File: src/rtl/tape_reader_feeder.sv
// Tape reader feeder: buffers host tape codes and replays them over the unit's
// four-phase input handshake with programmable setup and inter-transfer gap.
module tape_reader_feeder #(
  parameter int DEPTH        = 16,
  parameter int SETUP_CYCLES = 2,
  parameter int GAP_CYCLES   = 3
) (
  input  logic                     clk,
  input  logic                     resetn,
  input  logic                     host_valid,
  output logic                     host_ready,
  input  logic [4:0]               host_data,
  input  logic                     flush,
  input  logic                     input_rdy_from_io,
  output logic                     input_val_to_io,
  output logic [4:0]               input_data_to_io,
  output logic [$clog2(DEPTH):0]   fifo_level,
  output logic                     busy,
  output logic [15:0]              codes_sent,
  output logic                     overflow
);

  localparam int AW    = $clog2(DEPTH);
  localparam int CMAX  = (SETUP_CYCLES > GAP_CYCLES) ? SETUP_CYCLES : GAP_CYCLES;
  localparam int CNT_W = (CMAX > 1) ? $clog2(CMAX) : 1;

  localparam logic [AW-1:0]    PTR_ONE   = 1;
  localparam logic [AW:0]      LVL_ONE   = 1;
  localparam logic [AW:0]      LVL_FULL  = DEPTH;
  localparam logic [CNT_W-1:0] CNT_ONE   = 1;
  localparam logic [CNT_W-1:0] CNT_SETUP = CNT_W'(SETUP_CYCLES - 1);
  localparam logic [CNT_W-1:0] CNT_GAP   = CNT_W'(GAP_CYCLES - 1);

  typedef enum logic [1:0] {R_IDLE, R_SETUP, R_VAL, R_GAP} state_t;

  state_t           r_state;
  logic [CNT_W-1:0] r_cnt;
  logic [4:0]       r_mem [DEPTH];
  logic [AW-1:0]    r_wr_ptr;
  logic [AW-1:0]    r_rd_ptr;
  logic [AW:0]      r_level;
  logic             r_flush_pending;
  logic             r_overflow;
  logic             r_val;
  logic [4:0]       r_data;
  logic [15:0]      r_codes_sent;

  logic w_full;
  logic w_empty;
  logic w_push;
  logic w_pop;
  logic w_start;
  logic w_go_idle;
  logic w_clear;

  assign w_full  = (r_level == LVL_FULL);
  assign w_empty = (r_level == '0);

  assign host_ready = !w_full && !r_flush_pending;

  // A flush takes effect at once in R_IDLE; otherwise it waits until the
  // in-flight transfer finishes and the FSM re-enters R_IDLE.
  assign w_go_idle = ((r_state == R_SETUP) && !input_rdy_from_io) ||
                     ((r_state == R_GAP) && (r_cnt == '0));
  assign w_clear   = (flush || r_flush_pending) && ((r_state == R_IDLE) || w_go_idle);

  assign w_push  = host_valid && host_ready && !w_clear;
  assign w_pop   = (r_state == R_VAL) && !input_rdy_from_io;
  assign w_start = (r_state == R_IDLE) && input_rdy_from_io && !w_empty &&
                   !r_flush_pending && !flush;

  always_ff @(posedge clk) begin
    if (w_push) begin
      r_mem[r_wr_ptr] <= host_data;
    end
  end

  always_ff @(posedge clk) begin
    if (!resetn) begin
      r_wr_ptr        <= '0;
      r_rd_ptr        <= '0;
      r_level         <= '0;
      r_flush_pending <= 1'b0;
      r_overflow      <= 1'b0;
      r_codes_sent    <= '0;
    end else begin
      if (w_clear) begin
        r_wr_ptr <= '0;
        r_rd_ptr <= '0;
        r_level  <= '0;
      end else begin
        if (w_push) r_wr_ptr <= r_wr_ptr + PTR_ONE;
        if (w_pop)  r_rd_ptr <= r_rd_ptr + PTR_ONE;
        case ({w_push, w_pop})
          2'b10:   r_level <= r_level + LVL_ONE;
          2'b01:   r_level <= r_level - LVL_ONE;
          default: r_level <= r_level;
        endcase
      end

      if (w_clear)    r_flush_pending <= 1'b0;
      else if (flush) r_flush_pending <= 1'b1;

      if (host_valid && !host_ready && !r_flush_pending) r_overflow <= 1'b1;

      if (w_pop) r_codes_sent <= r_codes_sent + 16'd1;
    end
  end

  // Handshake FSM; data only changes when leaving R_IDLE so it is stable
  // across the whole setup and valid window.
  always_ff @(posedge clk) begin
    if (!resetn) begin
      r_state <= R_IDLE;
      r_cnt   <= '0;
      r_val   <= 1'b0;
      r_data  <= '0;
    end else begin
      case (r_state)
        R_IDLE: begin
          if (w_start) begin
            r_data  <= r_mem[r_rd_ptr];
            r_cnt   <= CNT_SETUP;
            r_state <= R_SETUP;
          end
        end
        R_SETUP: begin
          if (!input_rdy_from_io) begin
            r_state <= R_IDLE;
          end else if (r_cnt == '0) begin
            r_val   <= 1'b1;
            r_state <= R_VAL;
          end else begin
            r_cnt <= r_cnt - CNT_ONE;
          end
        end
        R_VAL: begin
          if (!input_rdy_from_io) begin
            r_val   <= 1'b0;
            r_cnt   <= CNT_GAP;
            r_state <= R_GAP;
          end
        end
        R_GAP: begin
          if (r_cnt == '0) r_state <= R_IDLE;
          else             r_cnt   <= r_cnt - CNT_ONE;
        end
        default: r_state <= R_IDLE;
      endcase
    end
  end

  assign input_val_to_io  = r_val;
  assign input_data_to_io = r_data;
  assign fifo_level       = r_level;
  assign busy             = (r_state != R_IDLE);
  assign codes_sent       = r_codes_sent;
  assign overflow         = r_overflow;

endmodule

File: config.mk
export PLATFORM = sky130hd
export DESIGN_NAME = tape_reader_feeder
export DESIGN_NICKNAME = d
export VERILOG_FILES = /design/src/rtl/tape_reader_feeder.sv
export SDC_FILE = /design/constraint.sdc
export NUM_CORES = 1
export LEC_CHECK = 0
export CORE_AREA = 5 5 120 122
export CTS_BUF_LIST = sky130_fd_sc_hd__clkbuf_8
export CTS_CLUSTER_DIAMETER = 150
export DETAILED_ROUTE_END_ITERATION = 10
export DIE_AREA = 0 0 125 127
export PLACE_DENSITY_LB_ADDON = 0.08
export SLEW_MARGIN = 20
export SYNTH_ARGS = -nofsm -noshare
export SYNTH_HDL_FRONTEND = slang
export SYNTH_SLANG_ARGS = --single-unit
export TNS_END_PERCENT = 5
File: constraint.sdc
create_clock -name clk -period 4.45 [get_ports clk]
set_input_delay 0.89 -clock clk [delete_from_list [all_inputs] [get_ports clk]]
set_output_delay 0.89 -clock clk [all_outputs]
set_load 0.02 [all_outputs]
=== Word-level counts from Yosys, hierarchy flattened ===
Memory sizes are Yosys's and may differ from the RTL's. A register that Yosys moved wholly into a read port is not among the register bits.
Cells that the tools add are included.

* Register bits: 36
* RAM bits: 80
* Bits of input ports: 10
* Logic and storage cells: 81
* Memories kept: 1

{| class="wikitable"
|+ Memory list
! memory !! depth !! bits a word !! read ports !! clocked after memory_dff !! wr ports !! line !! source
|-
| r_mem || 16 || 5 || 1 || 1 || 1 || 38 || <nowiki>logic [4:0] r_mem [DEPTH];</nowiki>
|}

* Add/sub/neg operators: 6
* Equal/unequal tests: 12
* Mux-type cells: 17
* Bitwise gates (word level): 1
* Reductions and logical operators: 35

{| class="wikitable"
|+ Operators by type and width
! kind !! number
|-
| adder 16 x 1 -> 16 bit, second input constant || 1
|-
| 2-to-1 mux 2 bit || 8
|-
| one-hot mux 2 bit (4 select lines) || 2
|-
| logical AND 1 bit || 13
|-
| one-hot mux 5 bit (2 select lines) || 1
|-
| adder 4 x 1 -> 4 bit, second input constant || 2
|-
| logical NOT 1 bit || 8
|-
| AND reduction 4 bit || 2
|-
| == test 2 bit, second input constant || 3
|-
| != test 2 bit, second input constant || 3
|-
| nonzero test 2 bit || 3
|-
| adder 5 x 1 -> 5 bit, second input constant || 1
|-
| == test 5 bit, second input constant || 1
|-
| logical NOT 5 bit || 1
|-
| 2-to-1 mux 1 bit || 5
|-
| subtractor 5 x 1 -> 5 bit, second input constant || 1
|-
| == test 2 x 1 -> 1 bit, second input constant || 2
|-
| logical NOT 2 bit || 2
|-
| != test 2 x 1 -> 1 bit, second input constant || 2
|-
| logical OR 1 bit || 3
|-
| != test 3 x 2 -> 1 bit, second input constant || 1
|-
| AND reduction 3 bit || 1
|-
| one-hot mux 1 bit (2 select lines) || 1
|-
| AND reduction 2 bit || 1
|-
| other kinds (3) || 3
|}

=== Logic depth before layout (Yosys ltp) ===
* Word-level depth: 9
* Depth in mapped cells: 15
* Gate-level depth less buffers: 14

=== Least setup slack after synthesis ===
No wires, ideal clock.

* Path kind: input-to-reg
* From: input port host_valid
* To: register r_level[4] (netlist: fifo_level[4])
* Data arrival time: 3145 ps
* Required time: 4380 ps
* Slack: 1235 ps
* Stages: 13
* Path buffers: 1
* Path through: nand2b_1 a21oi_1 and2_1 inv_1 ha_1 buf_4 xor2_1 ha_1 a211o_2 a21oi_1 a211oi_1 or3_1 a21oi_1

* Word-level cells in the longest chain between the ends: 4
* Elaborated cells between the ends (all ways): 6
* Classes of those cells: 2 x eq/ne; 1 x mux; 3 x reduce/logical

{| class="wikitable"
|+ Ends and longest elaborated chain
! element !! line !! source
|-
| start: declaration || 10 || <nowiki>input logic host_valid,</nowiki>
|-
| logical AND 1 bit (*) (2 in series) || 67 || <nowiki>assign w_push = host_valid && host_ready && !w_clear;</nowiki>
|-
| == test 2 x 1 -> 1 bit / == test 2 bit (equally long branches) || 94 || <nowiki>case ({w_push, w_pop})</nowiki>
|-
| one-hot mux 5 bit (2 select lines) / nonzero test 2 bit (equally long branches) || n/a ||
|-
| end signal: assignment || 95 || <nowiki>2'b10: r_level <= r_level + LVL_ONE;</nowiki>
|-
| end signal: assignment || 96 || <nowiki>2'b01: r_level <= r_level - LVL_ONE;</nowiki>
|-
| end signal: assignment || 97 || <nowiki>default: r_level <= r_level;</nowiki>
|-
| end: declaration || 41 || <nowiki>logic [AW:0] r_level;</nowiki>
|}

Every way passes the cells marked *; elsewhere a longest branch is shown, timed or not.
A chain may end at the register's enable or synchronous reset.

=== Worst setup path in the final report ===
Ends and elaborated chain as after synthesis.

==> results.py <==
metrics = {
    "run_status": {
        "status": "completed",
    },
    "drt": {
        "viasPerCell": 4.99,
        "drc_errors": 0,
        "drt-total-wl_mm": 10.4,
        "drtIter0Drc": 252,
        "wl_per_cell_um": 17.2,
        "drt_pre_antenna_iters": 4,
        "num_vias": 3016,
        "detail-route-antenna-nets": 0,
    },
    "layout": {
        "fill_cells": 1180,
        "final_cells": 605,
        "fin_nets": 437,
        "antennaDiodeCount": 0,
        "area_delta_synth_final_pct": 17.2,
        "drive_gt1_share_pct": 13.5,
    },
    "timing": {
        "setup_tns_ps": 0,
        "maxSlewHeadroom_pct": 43.2,
        "hold_viol_final": 0,
        "fin_skew_ps": 12.9,
        "fin_crit_ps": 3570,
        "finalSetupViolations": 0,
        "timing.final.crit_share_pct": 80.2,
        "worst_pin_slew_ps": 846,
        "rsz0062_at_grt": "false",
        "slew_viol_final": 0,
        "hold_ws_ps": 460,
        "fin_ws_ps": 881,
        "max_freq_mhz": 280,
    },
    "floorplanning": {
        "rows": 42,
        "coreArea_um2": 13100,
        "ios": 40,
        "die_w_um": 125,
        "initial_core_util_pct": 39.3,
        "dieHeight_um": 127,
        "die_area_um2": 15900,
    },
    "critical_path": {
        "crit_path_frequent_cell": "a21oi_1",
        "worstSetupStartpointType": "input pin",
        "critical_path.max_stage_delay_ps": 460,
        "crit_type": "in2reg",
        "timing.rr.start": "fifo_level[1]",
        "crit_fanout": 9,
        "cp.arrival_ps": 3910,
        "endpoint_kind": "flop",
        "critPathSlowestCell": "clkdlybuf4s50_1",
        "cp.required_ps": 4790,
        "path_cells": "clkdlybuf4s50_1 -> nand2b_1 -> a21oi_1 -> and2_1 -> inv_1 -> ha_1 -> xor2_1 -> ha_1 -> a211o_2 -> a21oi_1 -> a211oi_1 -> or3_1 -> a21oi_1",
        "cp-startpoint": "host_valid",
    },
    "cts": {
        "cts_hold_buf": 0,
        "cts_tree": "yes",
        "worstSkewPairLatency_ps": 430,
        "clock-sinks": 121,
        "clk_pin_slew_worst_paths_ps": 60,
        "cts_repair_resize_count": 0,
        "clock-root-buffer": "clkbuf_8",
        "cts_buffers": 17,
        "h-tree-depth": 4,
        "clockBufferDepth": 2,
        "postCtsSetupBuffers": 0,
    },
    "synth": {
        "yosys-top-cells-area": "edfxtp_1, dfxtp_1, mux4_2",
        "synth_edf_count": 80,
        "synth_flop_cell": "edfxtp_1",
        "async_flop_share_pct": 0,
        "synth_area_um2": 5140,
        "synthCells": 372,
        "synth_top_area_share_pct": 46.7,
        "yosysSeqAreaShare_pct": 62.7,
        "syn_nets": 393,
        "ys_warn_count": 0,
        "synth_cell_types": 46,
        "synth_seq_cells": 121,
        "synth_top_area_cell": "edfxtp_1",
        "synth_most_common_cell": "edfxtp_1",
        "synth_common_cells": "edfxtp_1, nor2_1, dfxtp_1, mux4_2, nand2_1",
        "postSynthAreaPerCell_um2": 13.8,
    },
    "global_routing": {
        "overflow": 0,
        "global_route.usage.met2_pct": 20.8,
        "grt_util_all_layers_pct": 13.7,
        "grt_max_degree": 23,
        "first_global_vias": 3044,
        "met3_usage_pct": 4.84,
        "antenna_found_initial": 0,
        "grt.busiest_layer": "met2",
        "use_met1_pct": 18.5,
        "grt_first_pass_wirelength_mm": 16.6,
    },
    "place": {
        "dp_slack_ps": 462,
        "placed_cells": 573,
        "hpwlAfterDp_mm": 6.94,
        "port_buffers": 39,
        "gp_congestion": 0.803,
    },
    "power": {
        "p_leak_nw": 1.92,
        "max-vdd-ir-drop_mv": 0.227,
        "swShare_pct": 21.9,
        "powerDensity_nw_per_um2": 354,
        "pwr-share-comb_pct": 2.9,
        "p_switching_mw": 0.467,
        "p_clk_share_pct": 40.5,
        "power_frac_seq_pct": 56.6,
        "cell_internal_pwr_mw": 1.66,
    },
    "flow_run": {
        "cap_viol_max_count": 0,
    },
    "hold_path": {
        "hold_class": "reg2reg",
        "hold_start": "overflow",
    },
}
-- stage by stage --
stage | total power [mW] | cell area (µm²) | util [%]
after floorplan | 1.26 | 5140 | -
after global placement | 1.29 | 5680 | 43.4
after detailed placement | 1.29 | 5680 | 43.4
after CTS | 2.16 | 6020 | 46.0
after global routing | 2.22 | 6020 | 46.0
final | 2.13 | 6020 | 46.0
-- flip-flops by register name, summed over array words and instances (netlist names), 2 cells and up, named ones only --
register	count
codes_sent	16
fifo_level	5
input_data_to_io	5
r_cnt	2
r_mem	80
r_rd_ptr	4
r_wr_ptr	4
-- layout by cell type, fill, tap and decap left out, types with 2 or more instances in the layout --
master           synthesis  routed
buf_4                    2       3
or2_2                    2       2
nand3_1                 13      13
dfxtp_1                 41      41
inv_1                   12      18
edfxtp_1                80      80
clkinv_4                 0       2
nand2_1                 18      18
nor2_1                  45      45
or3_1                    5       5
nand4_1                  5       5
mux4_2                  20      20
o21ai_0                  7       7
clkbuf_8                 0      18
and2_1                   2       2
nand2b_1                 5       5
and3_1                   2       2
xor2_1                  11      11
a21oi_1                 15      15
nor2b_1                  5       5
o221ai_1                 5       5
mux2i_1                 14      14
xnor2_1                 10      10
nor3_1                   8       8
clkinv_2                 0       3
ha_1                    11      11
clkdlybuf4s50_1          0      39
or3b_1                   2       2
-- cell type report --
cell class                 count  area, µm²  area share (%)
sequential                   121       3220            53.5
clock inverter                14       96.3            1.60
clock buffer                  18        248            4.11
multi-input combinational    222       1780            29.5
tap                          176        220            3.66
timing repair buffer          42        413            6.85
inverter                      12       45.0           0.748
-- critical path, delay by kind of cell --
kind,cells,cell delay (ps)
buffers and inverters,2,540
xor gates and xnor gates,1,180
adders and majority gates,2,550
AOI/OAI and AO/OA,5,1110
and+or+nand+nor,3,650
-- power by group through the flow --
| stage | clock [mW] | sequential [mW] | combinational, mW |
|---|---|---|---|
| after floorplan | 0 | 1.23 | 0.0317 |
| after global placement | 0 | 1.23 | 0.0624 |
| after detailed placement | 0 | 1.23 | 0.0628 |
| after CTS | 0.887 | 1.21 | 0.0630 |
| after global routing | 0.943 | 1.21 | 0.0683 |
| final | 0.863 | 1.21 | 0.0614 |
-- per-layer routing --
layer	vias up	wire (µm)
met1	1478	5110
met2	63	4730
met4	0	101
met3	6	476
met5	-	0
li1	1469	-
-- path summary, 6_finish.rpt --
| path | to | slack [ps] | cells after the start |
|---|---|---|---|
| worst max register to register | fifo_level[4] | 1170 | 12 |
| worst min-delay path | overflow | 460 | 1 |
| worst max-delay path | fifo_level[4] | 880 | 13 |
| worst min register to register | overflow | 460 | 1 |
-- cell families after synthesis --
group / share of synthesized area (%)
AND/OR/NAND/NOR: 11.8
buffers and inverters: 2.68
XOR/XNOR: 3.58
adder cells (fa/ha/maj): 2.68
AO/OA/AOI/OAI: 5.06
flip-flops: 62.7
multiplexers: 11.5
Power figures use the tool's default switching activity.
